==> config.mk <==
export PLATFORM = sky130hd
export DESIGN_NAME = spi_master_arbiter_flat
export DESIGN_NICKNAME = d
export VERILOG_FILES = /design/src/rtl/spi_pkg.sv /design/src/rtl/spi_master_arbiter_if.sv /design/src/rtl/rr_arbiter.sv /design/src/rtl/spi_master_arbiter.sv /design/src/flat_wrapper.sv
export SDC_FILE = /design/constraint.sdc
export NUM_CORES = 1
export LEC_CHECK = 0
export CAP_MARGIN = 5
export CORE_MARGIN = 1
export CORE_UTILIZATION = 35
export CTS_BUF_LIST = sky130_fd_sc_hd__clkbuf_4 sky130_fd_sc_hd__clkbuf_8
export CTS_CLUSTER_DIAMETER = 150
export DETAILED_ROUTE_END_ITERATION = 12
export GPL_TIMING_DRIVEN = 0
export PLACE_DENSITY = 0.7
export SETUP_SLACK_MARGIN = 0.02
export SYNTH_ARGS = -nofsm -noshare
export SYNTH_HDL_FRONTEND = slang
export SYNTH_SLANG_ARGS = --single-unit
==> constraint.sdc <==
create_clock -name clk -period 4.4 [get_ports clk]
set_input_delay 0.44 -clock clk [delete_from_list [all_inputs] [get_ports clk]]
set_output_delay 0.44 -clock clk [all_outputs]
set_load 0.02 [all_outputs]
==> src/rtl/spi_pkg.sv <==
// Shared types and constants for the SPI master sequencer/arbiter.
package spi_pkg;

  typedef enum logic [2:0] {
    StIdle  = 3'd0,
    StArb   = 3'd1,
    StLoad  = 3'd2,
    StXfer  = 3'd3,
    StDrain = 3'd4
  } state_e;

  // Bit positions inside each requester's 4-bit cfg field.
  localparam int unsigned CFG_CPOL  = 0;
  localparam int unsigned CFG_CPHA  = 1;
  localparam int unsigned CFG_ORDER = 2;
  localparam int unsigned CFG_MODE  = 3;
  localparam int unsigned CfgW      = 4;

endpackage

==> src/rtl/spi_master_arbiter_if.sv <==
// Signal bundle between the arbiter and the shared Generic_MasterSPI instance.
interface spi_master_arbiter_if #(
  parameter int unsigned WordLen = 8
);
  logic               CPOL;
  logic               CPHA;
  logic               BitOrder;
  logic               SPIMode;
  logic               SPIGo;
  logic [WordLen-1:0] SendData;
  logic               TxBusy;
  logic               RxBusy;
  logic               WordFlg;
  logic [WordLen-1:0] ReceivedData;

  modport master (
    output CPOL, CPHA, BitOrder, SPIMode, SPIGo, SendData,
    input  TxBusy, RxBusy, WordFlg, ReceivedData
  );

  modport slave (
    input  CPOL, CPHA, BitOrder, SPIMode, SPIGo, SendData,
    output TxBusy, RxBusy, WordFlg, ReceivedData
  );
endinterface

==> src/rtl/rr_arbiter.sv <==
// Combinational round-robin pick: first active request after 'last', wrapping.
module rr_arbiter #(
  parameter int unsigned NumReq = 4,
  localparam int unsigned IdxW  = (NumReq > 1) ? $clog2(NumReq) : 1
) (
  input  logic [NumReq-1:0] req,
  input  logic [IdxW-1:0]   last,
  output logic [NumReq-1:0] gnt,
  output logic [IdxW-1:0]   gnt_idx,
  output logic              valid
);

  always_comb begin
    int unsigned idx;
    idx     = 0;
    gnt     = '0;
    gnt_idx = '0;
    valid   = 1'b0;
    // Offsets 1..NumReq visit last+1 first and last itself at the very end.
    for (int unsigned k = 1; k <= NumReq; k++) begin
      idx = (32'(last) + k) % NumReq;
      if (!valid && req[idx]) begin
        valid    = 1'b1;
        gnt[idx] = 1'b1;
        gnt_idx  = IdxW'(idx);
      end
    end
  end

endmodule

==> src/rtl/spi_master_arbiter.sv <==
// Shares one SPI master among NumReq requesters: arbitrates, programs the
// master, streams words in and routes received words back to the owner.
module spi_master_arbiter
  import spi_pkg::*;
#(
  parameter int unsigned NumReq     = 4,
  parameter int unsigned WordLen    = 8,
  parameter int unsigned LenW       = 4,
  parameter int unsigned TimeoutCyc = 4096
) (
  input  logic                      clk,
  input  logic                      reset,
  input  logic [NumReq-1:0]         req,
  input  logic [CfgW*NumReq-1:0]    cfg,
  input  logic [LenW*NumReq-1:0]    len,
  input  logic [WordLen*NumReq-1:0] tx_data,
  output logic [NumReq-1:0]         tx_pop,
  output logic [WordLen-1:0]        rx_data,
  output logic [NumReq-1:0]         rx_valid,
  output logic [NumReq-1:0]         grant,
  output logic [NumReq-1:0]         done,
  output logic [NumReq-1:0]         err,
  spi_master_arbiter_if.master      spi
);

  localparam int unsigned IdxW = (NumReq > 1) ? $clog2(NumReq) : 1;
  localparam int unsigned WdW  = $clog2(TimeoutCyc + 1);

  state_e              state_q, state_d;
  logic [IdxW-1:0]     last_q, last_d;
  logic [IdxW-1:0]     owner_q, owner_d;
  logic [NumReq-1:0]   grant_q, grant_d;
  logic [LenW-1:0]     remaining_q, remaining_d;
  logic [WdW-1:0]      wdog_q, wdog_d;
  logic [CfgW-1:0]     cfg_q, cfg_d;
  logic [WordLen-1:0]  send_q, send_d;
  logic                go_q, go_d;
  logic [WordLen-1:0]  rxd_q, rxd_d;
  logic [NumReq-1:0]   tx_pop_q, tx_pop_d;
  logic [NumReq-1:0]   rx_valid_q, rx_valid_d;
  logic [NumReq-1:0]   done_q, done_d;
  logic [NumReq-1:0]   err_q, err_d;
  logic                abort_q, abort_d;

  logic [NumReq-1:0]   pick_gnt;
  logic [IdxW-1:0]     pick_idx;
  logic                pick_valid;
  logic                busy;
  logic [WordLen-1:0]  owner_word;

  rr_arbiter #(
    .NumReq (NumReq)
  ) u_rr (
    .req     (req),
    .last    (last_q),
    .gnt     (pick_gnt),
    .gnt_idx (pick_idx),
    .valid   (pick_valid)
  );

  assign busy       = spi.TxBusy | spi.RxBusy;
  assign owner_word = tx_data[owner_q*WordLen +: WordLen];

  always_comb begin
    state_d     = state_q;
    last_d      = last_q;
    owner_d     = owner_q;
    grant_d     = grant_q;
    remaining_d = remaining_q;
    wdog_d      = wdog_q;
    cfg_d       = cfg_q;
    send_d      = send_q;
    go_d        = go_q;
    rxd_d       = rxd_q;
    abort_d     = abort_q;
    tx_pop_d    = '0;
    rx_valid_d  = '0;
    done_d      = '0;
    err_d       = '0;

    case (state_q)
      StIdle: begin
        if ((|req) && !busy) begin
          state_d = StArb;
        end
      end

      StArb: begin
        if (pick_valid) begin
          grant_d     = pick_gnt;
          owner_d     = pick_idx;
          last_d      = pick_idx;
          cfg_d       = cfg[pick_idx*CfgW +: CfgW];
          remaining_d = len[pick_idx*LenW +: LenW];
          state_d     = StLoad;
        end else begin
          // Request withdrawn before arbitration; nothing to serve.
          state_d = StIdle;
        end
      end

      StLoad: begin
        send_d   = owner_word;
        tx_pop_d = grant_q;
        go_d     = 1'b1;
        wdog_d   = '0;
        abort_d  = 1'b0;
        state_d  = StXfer;
      end

      StXfer: begin
        if (spi.WordFlg) begin
          rxd_d      = spi.ReceivedData;
          rx_valid_d = grant_q;
          wdog_d     = '0;
          if (remaining_q == '0) begin
            go_d    = 1'b0;
            state_d = StDrain;
          end else begin
            remaining_d = remaining_q - LenW'(1);
            send_d      = owner_word;
            tx_pop_d    = grant_q;
          end
        end else if (wdog_q == WdW'(TimeoutCyc - 1)) begin
          go_d    = 1'b0;
          err_d   = grant_q;
          abort_d = 1'b1;
          state_d = StDrain;
        end else begin
          wdog_d = wdog_q + WdW'(1);
        end
      end

      StDrain: begin
        if (!busy) begin
          // An aborted transaction already reported err; no done for it.
          if (!abort_q) begin
            done_d = grant_q;
          end
          grant_d = '0;
          state_d = StIdle;
        end
      end

      default: state_d = StIdle;
    endcase
  end

  always_ff @(posedge clk or negedge reset) begin
    if (!reset) begin
      state_q     <= StIdle;
      last_q      <= IdxW'(NumReq - 1);
      owner_q     <= '0;
      grant_q     <= '0;
      remaining_q <= '0;
      wdog_q      <= '0;
      cfg_q       <= '0;
      send_q      <= '0;
      go_q        <= 1'b0;
      rxd_q       <= '0;
      abort_q     <= 1'b0;
      tx_pop_q    <= '0;
      rx_valid_q  <= '0;
      done_q      <= '0;
      err_q       <= '0;
    end else begin
      state_q     <= state_d;
      last_q      <= last_d;
      owner_q     <= owner_d;
      grant_q     <= grant_d;
      remaining_q <= remaining_d;
      wdog_q      <= wdog_d;
      cfg_q       <= cfg_d;
      send_q      <= send_d;
      go_q        <= go_d;
      rxd_q       <= rxd_d;
      abort_q     <= abort_d;
      tx_pop_q    <= tx_pop_d;
      rx_valid_q  <= rx_valid_d;
      done_q      <= done_d;
      err_q       <= err_d;
    end
  end

  assign tx_pop       = tx_pop_q;
  assign rx_data      = rxd_q;
  assign rx_valid     = rx_valid_q;
  assign grant        = grant_q;
  assign done         = done_q;
  assign err          = err_q;
  assign spi.CPOL     = cfg_q[CFG_CPOL];
  assign spi.CPHA     = cfg_q[CFG_CPHA];
  assign spi.BitOrder = cfg_q[CFG_ORDER];
  assign spi.SPIMode  = cfg_q[CFG_MODE];
  assign spi.SPIGo    = go_q;
  assign spi.SendData = send_q;

endmodule
==> src/flat_wrapper.sv <==
// flat-port wrapper written by rule: the top's interface ports become plain ports
module spi_master_arbiter_flat import spi_pkg::*;
#(
  parameter int unsigned NumReq     = 4,
  parameter int unsigned WordLen    = 8,
  parameter int unsigned LenW       = 4,
  parameter int unsigned TimeoutCyc = 4096
)
  (clk, reset, req, cfg, len, tx_data, tx_pop, rx_data, rx_valid, grant, done, err, spi_CPOL, spi_CPHA, spi_BitOrder, spi_SPIMode, spi_SPIGo, spi_SendData, spi_TxBusy, spi_RxBusy, spi_WordFlg, spi_ReceivedData);
  spi_master_arbiter_if #(.WordLen(WordLen)) spi_i ();
  input  logic clk;
  input  logic reset;
  input  logic [NumReq-1:0] req;
  input  logic [CfgW*NumReq-1:0] cfg;
  input  logic [LenW*NumReq-1:0] len;
  input  logic [WordLen*NumReq-1:0] tx_data;
  output logic [NumReq-1:0] tx_pop;
  output logic [WordLen-1:0] rx_data;
  output logic [NumReq-1:0] rx_valid;
  output logic [NumReq-1:0] grant;
  output logic [NumReq-1:0] done;
  output logic [NumReq-1:0] err;
  output wire logic [$bits(spi_i.CPOL)-1:0] spi_CPOL;
  output wire logic [$bits(spi_i.CPHA)-1:0] spi_CPHA;
  output wire logic [$bits(spi_i.BitOrder)-1:0] spi_BitOrder;
  output wire logic [$bits(spi_i.SPIMode)-1:0] spi_SPIMode;
  output wire logic [$bits(spi_i.SPIGo)-1:0] spi_SPIGo;
  output wire logic [$bits(spi_i.SendData)-1:0] spi_SendData;
  input wire logic [$bits(spi_i.TxBusy)-1:0] spi_TxBusy;
  input wire logic [$bits(spi_i.RxBusy)-1:0] spi_RxBusy;
  input wire logic [$bits(spi_i.WordFlg)-1:0] spi_WordFlg;
  input wire logic [$bits(spi_i.ReceivedData)-1:0] spi_ReceivedData;
  assign spi_CPOL = spi_i.CPOL;
  assign spi_CPHA = spi_i.CPHA;
  assign spi_BitOrder = spi_i.BitOrder;
  assign spi_SPIMode = spi_i.SPIMode;
  assign spi_SPIGo = spi_i.SPIGo;
  assign spi_SendData = spi_i.SendData;
  assign spi_i.TxBusy = spi_TxBusy;
  assign spi_i.RxBusy = spi_RxBusy;
  assign spi_i.WordFlg = spi_WordFlg;
  assign spi_i.ReceivedData = spi_ReceivedData;
  spi_master_arbiter #(.NumReq(NumReq), .WordLen(WordLen), .LenW(LenW), .TimeoutCyc(TimeoutCyc)) u_core (.clk(clk), .reset(reset), .req(req), .cfg(cfg), .len(len), .tx_data(tx_data), .tx_pop(tx_pop), .rx_data(rx_data), .rx_valid(rx_valid), .grant(grant), .done(done), .err(err), .spi(spi_i));
endmodule
==> summary.md, run 1 <==
| Metric | Value |
|---|---|
| Grt total ovfl | `0` |
| Hold crit path type | `in -> async` |
| Crit path cell chain | `buf_6 > buf_4 > inv_1 > ha_1 > mux2i_1 > nor2_2 > buf_6 > nand3_1 > a21boi_1 > or4_1` |
| DRC viols | `0` |
| Placed Area | `roughly 0.0053 sq mm` |
| Power share of the clock group | `0.184` |
| Total track usage | `0.1836` |
| Slew @ Worst Pin | `approximately 1.1 ns` |
| Register area share after synthesis | `0.4218` |
| Drt first pass iters | `5` |
| Cell count after synthesis | `393` |
| Final Cell Area | `~0.0055 sq mm` |
| Yosys cell types | `61` |
| Clk root buf | `clkbuf_8` |
| Share of cells above drive strength 1 | `0.1174` |
| FF/Latch Area | `approximately 0.0017 sq mm` |
| Final Hold Vio Count | `0` |
| FF+latch count, synth | `66` |
| Die ar. | `approximately 0.012 sq mm` |
| Final Skew | `about 0.0099 ns` |
| Clk Latency, worst-skew pair | `0.34 ns` |
| Nets | `between 600 and 700` |
| Post-synth EDFFs | `0` |
| Crit path top cell by count | `buf_6` |
| Async SR Flop Fraction | `1.000` |
| CP Capture Type | `flip-flop` |
| Crit path kind | `reg -> reg` |
| I/O Buffers | `119` |
| Clock buffers created by TritonCTS | `9` |
| Diodes inserted | `0` |
| Seq pwr share | `0.267` |
| DP HPWL | `7.632 mm` |
| Worst path max stage delay | `about 0.73 ns` |
| Clock-pin transition on the worst setup and hold timing paths | `~0.080 ns` |
| First-pass GRT wire length | `roughly 17 mm` |
| Critical Path AT | `about 3.5 ns` |
| Io pins | `~120` |
| Synth Warn # | `0` |
| Core box area | `around 0.011 sq mm` |
| Static Leak | `about 2.3 nW` |
| P per Cell Area | `just over 600 mW/mm^2` |
| Drt via density | `5.214` |
| Multi-input gate area | `between 0.002 and 0.0025 sq mm` |
| CTS tree | `yes` |
| Clk sinks | `66` |
| Die X | `about 110 um` |
| Cell Int Power | `about 2 mW` |
| R2R Path End | `u_core.remaining_q[1]` |
| Syn_area_per_cell | `around 10 sq um` |
| Initial antenna violation count | `0` |
| DRT antenna net count | `0` |
| Cts hold-fix bufs | `0` |
| Switching power share of the total | `0.4002` |
| Final GP Congestion | `0.8515` |
| Detailed-route wire length per cell | `approximately 15 um` |
| Layout area overhead | `41.13%` |
| Maximum clock insertion buffer count | `2` |
| Setup crit start kind | `flip-flop` |
| Max IR drop VDD | `roughly 0.00028 V` |
| Status | `finished clean` |
| Initial core utilization | `0.3601` |
| DRT Wirelength | `10.01 mm` |
| Via count of the first global-routing pass | `3481` |
| Worst flop-to-flop path startpoint | `u_core.last_q[0]` |
| DR iter-0 viols | `199` |
| Reg2Reg Setup Slack | `between 1 and 1.5 ns` |
| Hold Slack | `roughly 0.19 ns` |
| Final Slew Violations | `0` |
| Power Total | `3.411 mW` |
| TNS Setup | `0 ns` |
| Final setup viols | `0` |
| Placed cells | `652` |
| Unrepaired setup endpoints after global routing | `false` |
| Minimum clock period | `3.321 ns` |
| Comb power frac | `0.549` |
| Required @ worst endpoint | `~4.6 ns` |
| Psw | `between 1 and 1.5 mW` |
| Layout filler cell count | `~990` |
| Vias | `between 3000 and 4000` |
| Crit Path Max Fanout | `10` |
| F_max | `between 0.3 and 0.4 GHz` |
| Reg2reg path depth | `10` |
| Pin count of the biggest net entering global routing | `67` |
| Cell Area, Synth | `just under 0.004 sq mm` |
| Part of the cycle the worst path needs | `0.7549` |
| Htree depth | `3` |
| Die H | `around 110 um` |
| Dominant synthesized flop cell | `dfrtp_1` |
| Max_slew headroom | `0.2209` |
| FP Rows | `38` |
| Critical path's slowest cell | `mux2i_1` |
| Syn Nets | `a little under 500` |
| Setup Fix Bufs, Post-CTS | `0` |
| Number of max-cap violations | `0` |
| Post-CTS sizing | `0` |
| Finished Layout Cells | `668` |
## critical path: cells and delay by family, from the launching register on
kind	cells	cell delay, ns
flops	1	0.60
compound gates	1	0.06
simple gates	3	0.74
buf+inv	4	0.65
mux	1	0.73
fa+ha+maj	1	0.41
## cell type report
class,count,area share
Clock buffer,9,0.02238
Multi-Input combinational cell,289,0.3762
Buffer,24,0.02397
Sequential cell,66,0.2989
Clock inverter,7,0.02261
Inverter,14,0.009496
Timing Repair Buffer,119,0.2148
Tap cell,140,0.03165
## per-layer routing
metal / wire (um) / up-vias / share of wire / track usage
met2: 5188 / 86 / 0.52 / 0.3196
met1: 4364 / 1693 / 0.44 / 0.2329
met3: 398 / 6 / 0.040 / 0.03632
li1: - / 1698 / - / -
met4: 57 / 0 / 0.0057 / 0.04305
met5: 0 / - / 0 / 0
## sequential cells by signal (all words and copies together), names as in the netlist
| signal | flops |
|---|---|
| u_core.wdog_q | 13 |
| u_core.rx_data | 8 |
| u_core.spi.SendData | 8 |
| u_core.cfg_q | 4 |
| u_core.done | 4 |
| u_core.err | 4 |
| u_core.grant | 4 |
| u_core.remaining_q | 4 |
| u_core.rx_valid | 4 |
| u_core.tx_pop | 4 |
| u_core.state_q | 3 |
| u_core.last_q | 2 |
| u_core.owner_q | 2 |
| u_core.abort_q | 1 |
| u_core.spi.SPIGo | 1 |
## layout by cell type, fill, tap and decap left out, types with 3 or more instances in the layout
cell,count
nor2_1,24
dfrtp_1,64
mux2_1,4
clkbuf_1,12
mux4_2,11
inv_1,14
o221ai_1,9
and2_1,17
bufinv_16,3
o21a_1,7
mux2_2,11
a31oi_1,4
a221oi_1,5
or3_1,4
ha_1,10
buf_2,3
a21oi_1,13
nand3_1,9
o31ai_1,3
or4_1,3
mux2i_1,10
clkdlybuf4s50_1,118
and3_1,4
nand2b_1,5
nand3b_1,3
a22oi_1,5
buf_6,3
xnor2_1,6
a21o_1,4
o21ai_0,18
o21ai_1,4
clkbuf_8,9
o22ai_1,3
a22o_1,5
buf_4,4
nor3_1,12
nand2_1,48
## cells in the mapped netlist (2+ instances only)
cell type / count / area (sq um)
a21o_1: 4 / 30.03
nand2_1: 48 / 180.2
o22a_1: 2 / 17.52
nand3_1: 9 / 45.04
nor4_1: 2 / 12.51
and2_1: 17 / 106.4
or4_1: 3 / 22.52
mux2_2: 11 / 123.9
nor3_1: 12 / 60.06
o22ai_1: 3 / 18.77
clkbuf_1: 12 / 45.04
mux2_1: 4 / 45.04
a22o_1: 5 / 43.79
a21oi_1: 13 / 65.06
dfrtp_1: 64 / 1602
buf_2: 3 / 15.01
nand3b_1: 3 / 22.52
a221oi_1: 5 / 43.79
o211ai_1: 2 / 15.01
nor2_1: 24 / 90.09
o21a_1: 7 / 52.55
o21ai_1: 4 / 20.02
a31oi_1: 4 / 25.02
dfstp_2: 2 / 52.55
o31ai_1: 3 / 22.52
inv_1: 14 / 52.55
buf_6: 3 / 33.78
and3_1: 4 / 25.02
o21ai_0: 18 / 90.09
o211ai_2: 2 / 25.02
nand2b_1: 5 / 31.28
nand4_1: 2 / 12.51
o221ai_1: 9 / 78.83
ha_1: 10 / 125.1
mux4_2: 11 / 247.7
xnor2_1: 6 / 52.55
a22oi_1: 5 / 37.54
mux2i_1: 10 / 100.1
or3_1: 4 / 25.02
buf_4: 3 / 22.52
## power by group through the flow
stage / logic (mW) / registers, mW / clock network [mW]
detailed placement: 1.87 / 0.924 / 0
CTS: 1.88 / 0.913 / 0.641
finish: 1.87 / 0.910 / 0.627
global route: 2.04 / 0.937 / 0.672
global placement: 1.83 / 0.917 / 0
floorplan: 1.13 / 1.04 / 0
## stage by stage
step / util / setup slack, ns
3_5_place_dp: 0.4854 / 1.154
6_report: 0.5083 / 1.079
2_1_floorplan: - / 1.531
4_1_cts: 0.5083 / 1.122
5_1_grt: 0.5083 / 0.9250
3_3_place_gp: 0.4856 / 0.7313
## worst max path at each step
stage | from | end | slack, ns | cells past startpoint
after detailed placement | u_core.last_q[0] | u_core.remaining_q[1] | 1.15 | 10
after floorplan | u_core.last_q[0] | u_core.remaining_q[1] | 1.53 | 11
after global placement | reset | u_core.cfg_q[0] | 0.73 | 1
final | u_core.last_q[0] | u_core.remaining_q[1] | 1.08 | 10
after global routing | u_core.last_q[0] | u_core.remaining_q[1] | 0.92 | 10
after CTS | u_core.last_q[0] | u_core.remaining_q[1] | 1.12 | 10
## kinds of logic (layout without fill, tap and decap cells)
kind of cell | Yosys count | count (layout) | share of synthesized area
buffers and inverters | 38 | 173 | 0.04722
AO/OA/AOI/OAI | 97 | 97 | 0.1774
XOR/XNOR | 6 | 6 | 0.01340
adder cells (fa/ha/maj) | 10 | 10 | 0.03191
multiplexers | 36 | 36 | 0.1318
AND/OR/NAND/NOR | 140 | 140 | 0.1765
flip-flops | 66 | 66 | 0.4218
(Power assumes the default switching activity.)
==> inputs of run 2 (changes only) <==
Clock period 4.4 ns to 3.31 ns, I/O delays scaled along.
==> summary.md, run 2 (synthesized netlist as in run 1, its figures left out) <==
| Metric | Value |
|---|---|
| Max IR drop VDD | `around 0.00037 V` |
| FP Rows | `38` |
| Final Hold Vio Count | `0` |
| Max_slew headroom | `0.2147` |
| Crit path kind | `reg -> reg` |
| P per Cell Area | `824.2 mW/mm^2` |
| Switching power share of the total | `0.3993` |
| Clock buffers created by TritonCTS | `9` |
| Part of the cycle the worst path needs | `0.9416` |
| Status | `finished clean` |
| Setup crit start kind | `flip-flop` |
| Final Skew | `between 0.009 and 0.01 ns` |
| CP Capture Type | `flip-flop` |
| Diodes inserted | `0` |
| Pin count of the biggest net entering global routing | `between 60 and 70` |
| Unrepaired setup endpoints after global routing | `false` |
| CTS tree | `yes` |
| Fin worst setup slack | `0.1934 ns` |
| Power Total | `between 4 and 5 mW` |
| Commonest non-fill, non-tap cells in the layout | `clkdlybuf4s50_1 (118), dfrtp_1 (64), nand2_1 (48)` |
| Clk sinks | `66` |
| Reg2Reg Setup Slack | `around 0.19 ns` |
| Die ar. | `0.01163 sq mm` |
| Static Leak | `2.320 nW` |
| Final setup viols | `0` |
| Clk Latency, worst-skew pair | `approximately 0.34 ns` |
| Die X | `approximately 110 um` |
| DP HPWL | `about 7.6 mm` |
| Layout area overhead | `42.02%` |
| Slew @ Worst Pin | `around 1.1 ns` |
| Max reg flops | `13` |
| Htree depth | `3` |
| Pre-CTS setup slack | `between 0.06 and 0.07 ns` |
| Initial antenna violation count | `0` |
| Nets | `a little over 600` |
| Total track usage | `0.1836` |
| Maximum clock insertion buffer count | `2` |
| Worst flop-to-flop path startpoint | `u_core.last_q[0]` |
| Critical Path AT | `3.38 ns` |
| Reg2reg path depth | `9` |
| Clk root buf | `clkbuf_8` |
| R2R Path End | `u_core.remaining_q[0]` |
| I/O Buffers | `approximately 120` |
| Clock-pin transition on the worst setup and hold timing paths | `0.08 ns` |
| Initial core utilization | `0.3601` |
| Psw | `1.833 mW` |
| Power share of the clock group | `0.182` |
| DRT antenna net count | `0` |
| DR iter-0 viols | `~190` |
| Cell Int Power | `between 2 and 3 mW` |
| Via count of the first global-routing pass | `~3500` |
| Grt total ovfl | `0` |
| Most common cell after layout, fill and taps aside | `clkdlybuf4s50_1` |
| Io pins | `between 100 and 150` |
| Detailed-route wire length per cell | `~15 um` |
| Hold crit path type | `in -> async` |
| Drt via density | `roughly 5.2` |
| First-pass GRT wire length | `roughly 17 mm` |
| Seq pwr share | `0.264` |
| Required @ worst endpoint | `3.58 ns` |
| Minimum clock period | `around 3.1 ns` |
| Crit Path Max Fanout | `10` |
| Comb power frac | `0.554` |
| DRT Wirelength | `roughly 10 mm` |
| Final Slew Violations | `0` |
| DRC viols | `0` |
| Share of cells above drive strength 1 | `0.1264` |
| Drt first pass iters | `4` |
| Number of max-cap violations | `0` |
| Vias | `approximately 3500` |
| Final GP Congestion | `between 0.8 and 0.9` |
| Reg with most FFs | `u_core.wdog_q` |
| F_max | `about 0.32 GHz` |
| Die H | `~110 um` |
| Core box area | `0.01089 sq mm` |
-- run 2: what timing repair did --
action | 4_1_cts | 5_1_grt
setup buffers | 0 | 2
setup endpoints to repair | 0 | 8
hold buffers | 0 | 0
gates resized for setup | 0 | 4
-- run 2: how the worst max path moves through the flow --
stage | cells after the start | startpoint | slack (ns) | to
after floorplan | 11 | u_core.last_q[0] | 0.44 | u_core.remaining_q[1]
after global placement | 1 | reset | -0.25 | u_core.cfg_q[0]
after detailed placement | 10 | u_core.last_q[0] | 0.06 | u_core.remaining_q[1]
after CTS | 10 | u_core.last_q[0] | 0.03 | u_core.remaining_q[1]
after global routing | 11 | u_core.last_q[0] | 0.04 | u_core.remaining_q[1]
final | 9 | u_core.last_q[0] | 0.19 | u_core.remaining_q[0]
-- run 2: worst max-delay path: stages (launching register included) --
cell and delay (ns):
dfstp_2 0.60, buf_6 0.15, buf_4 0.19, clkinvlp_4 0.14
ha_4 0.28, a21o_1 0.16, a2111oi_0 0.96, o21a_1 0.27
a32oi_1 0.11, o211ai_1 0.17
-- run 2: layout make-up --
class | instances | area, sq um
repair buffers | 121 | 1204
fillers | 992 | 5319
clock buffers | 9 | 123.9
well taps | 140 | 175.2
flip-flops and latches | 66 | 1654
inverters | 14 | 56.30
plain buffers | 24 | 132.6
clock inverters | 7 | 125.1
multi-input cells | 289 | 2098
-- run 2: power groups by stage --
stage	sequential, mW	combinational (mW)	clock [mW]
floorplan	1.38	1.51	0
global route	1.24	2.77	0.893
CTS	1.21	2.50	0.852
detailed placement	1.23	2.48	0
finish	1.21	2.54	0.837
global placement	1.22	2.43	0
-- run 2: layer usage --
metal,part of all wire,vias to the layer above,track usage
met3,0.037,8,0.03632
met2,0.51,82,0.3196
met4,0.011,0,0.04305
li1,-,1697,-
met1,0.44,1718,0.2329
met5,0,-,0
-- run 2: metrics by stage --
stage / util / setup TNS, ns / hold WS (ns) / cells / area, sq um
after global routing: 0.5115 / 0 / 0.1369 / 670 / 5569
after CTS: 0.5083 / 0 / 0.1073 / 668 / 5534
after global placement: 0.4856 / -15.63 / 0.4647 / 652 / 5288
after detailed placement: 0.4854 / 0 / 0.4697 / 652 / 5285
final: 0.5115 / 0 / 0.07562 / 670 / 5569
after floorplan: - / 0 / 0.03541 / 393 / 3921
==> inputs of run 3 (changes only) <==
Settings changed: CORE_UTILIZATION 35 to 49, PLACE_DENSITY 0.7 to 0.91.
==> summary.md, run 3 (synthesized netlist as in run 1, its figures left out) <==
| Metric | Value |
|---|---|
| Diodes inserted | `0` |
| Crit Path Max Fanout | `10` |
| Most common cell after layout, fill and taps aside | `clkdlybuf4s50_1` |
| Critical Path AT | `between 3 and 4 ns` |
| Setup crit start kind | `flip-flop` |
| Via count of the first global-routing pass | `3669` |
| Comb power frac | `0.565` |
| Total track usage | `0.2589` |
| I/O Buffers | `roughly 120` |
| DR iter-0 viols | `180` |
| Clk root buf | `clkbuf_8` |
| Max reg flops | `13` |
| First-pass GRT wire length | `roughly 17 mm` |
| CP Capture Type | `flip-flop` |
| R2R Path End | `u_core.remaining_q[1]` |
| Crit path kind | `reg -> reg` |
| Minimum clock period | `3.180 ns` |
| Clock buffers created by TritonCTS | `9` |
| Maximum clock insertion buffer count | `2` |
| DRT antenna net count | `0` |
| CTS tree | `yes` |
| Drt via density | `about 5.8` |
| Final setup viols | `0` |
| Final Skew | `0.01078 ns` |
| Number of max-cap violations | `0` |
| Clock-pin transition on the worst setup and hold timing paths | `~0.08 ns` |
| Clk Latency, worst-skew pair | `approximately 0.35 ns` |
| Io pins | `122` |
| Pin count of the biggest net entering global routing | `67` |
| Commonest non-fill, non-tap cells in the layout | `clkdlybuf4s50_1 (118), dfrtp_1 (64), nand2_1 (48)` |
| Die X | `91.46 um` |
| P per Cell Area | `approximately 830 mW/mm^2` |
| FF/Latch Area | `around 0.0017 sq mm` |
| Slew @ Worst Pin | `1.002 ns` |
| Initial core utilization | `0.5074` |
| Unrepaired setup endpoints after global routing | `false` |
| FP Rows | `32` |
| Nets | `614` |
| Grt total ovfl | `0` |
| Multi-input gate area | `approximately 0.0021 sq mm` |
| Pre-CTS setup slack | `about 0.020 ns` |
| Required @ worst endpoint | `about 3.5 ns` |
| Final Slew Violations | `0` |
| Drt first pass iters | `5` |
| Psw | `1.838 mW` |
| Htree depth | `3` |
| DRC viols | `0` |
| Layout area overhead | `39.82%` |
| Die H | `roughly 91 um` |
| Reg2reg path depth | `11` |
| Status | `finished clean` |
| Fin worst setup slack | `roughly 0.13 ns` |
| Share of cells above drive strength 1 | `0.1231` |
| Die ar. | `roughly 0.0084 sq mm` |
| Core box area | `between 0.007 and 0.008 sq mm` |
| Switching power share of the total | `0.4057` |
| Max_slew headroom | `0.3300` |
| Final Hold Vio Count | `0` |
| Initial antenna violation count | `0` |
| Vias | `3684` |
| Detailed-route wire length per cell | `between 15 and 20 um` |
| Setup Fix Bufs, Post-CTS | `0` |
| DP HPWL | `7.811 mm` |
| Hold crit path type | `in -> async` |
| Reg with most FFs | `u_core.wdog_q` |
| Part of the cycle the worst path needs | `0.9607` |
| Final GP Congestion | `0.8920` |
| Layout filler cell count | `around 570` |
| Max IR drop VDD | `approximately 0.00045 V` |
| Reg2Reg Setup Slack | `around 0.13 ns` |
| Power share of the clock group | `0.167` |
| Worst flop-to-flop path startpoint | `u_core.last_q[0]` |
| Clk sinks | `66` |
| F_max | `0.3145 GHz` |
| Final Util | `0.7095` |
| Cell Int Power | `2.692 mW` |
| Static Leak | `between 2 and 2.5 nW` |
| Seq pwr share | `0.267` |
| DRT Wirelength | `around 10 mm` |
-- run 3: through the flow --
step	setup TNS (ns)	total power, mW	hold slack [ns]	cells	instance area, sq um
final	0	4.530	0.05740	630	5483
after global routing	0	4.804	0.1400	630	5483
after global placement	-11.45	3.602	0.4584	614	5240
after CTS	0	4.484	0.1037	630	5461
after detailed placement	0	3.716	0.4651	614	5238
after floorplan	0	2.888	0.03541	393	3921
-- run 3: worst max-delay path: stages, from the launching register on --
cell and delay [ns]:
dfstp_2 0.59, buf_6 0.15, buf_4 0.18, inv_1 0.17, ha_4 0.35, mux4_2 0.35, nor2b_2 0.17, o211ai_2 0.14
buf_2 0.23, o211ai_2 0.15, o22ai_1 0.08, or4_1 0.49
-- run 3: layer usage --
layer / wire (um) / global-route usage
met1: 4203 / 0.3212
met2: 5449 / 0.4561
met3: 585 / 0.04774
met4: 167 / 0.07804
met5: 0 / 0
-- run 3: repair_timing --
action,4_1_cts,5_1_grt
endpoints found under the setup margin,1,6
hold buffers,0,0
hold endpoints to repair,0,0
gates resized for setup,1,4
-- run 3: worst max path at each step --
stage                           from                     end  slack (ns)  cells after the start
finish              u_core.last_q[0]   u_core.remaining_q[1]        0.13                     11
global route        u_core.last_q[0]   u_core.remaining_q[1]        0.01                     11
CTS                 u_core.last_q[0]   u_core.remaining_q[1]        0.07                     10
detailed placement  u_core.last_q[0]   u_core.remaining_q[0]        0.02                      9
global placement               reset  u_core.spi.SendData[3]       -0.18                      1
floorplan           u_core.last_q[0]   u_core.remaining_q[1]        0.44                     11
-- run 3: layout make-up --
class | instances | share of cell area
tap | 102 | 0.02328
timing repair buffer | 119 | 0.2168
clock buffer | 11 | 0.02647
inverter | 14 | 0.009585
clock inverter | 5 | 0.01415
multi-input combinational | 289 | 0.3838
sequential | 66 | 0.3017
buffer | 24 | 0.02419
-- run 3: power by group through the flow --
| stage | clock network (mW) | registers [mW] | logic (mW) |
|---|---|---|---|
| floorplan | 0 | 1.38 | 1.51 |
| global placement | 0 | 1.21 | 2.39 |
| detailed placement | 0 | 1.23 | 2.49 |
| CTS | 0.765 | 1.21 | 2.51 |
| global route | 0.803 | 1.24 | 2.76 |
| finish | 0.757 | 1.21 | 2.56 |
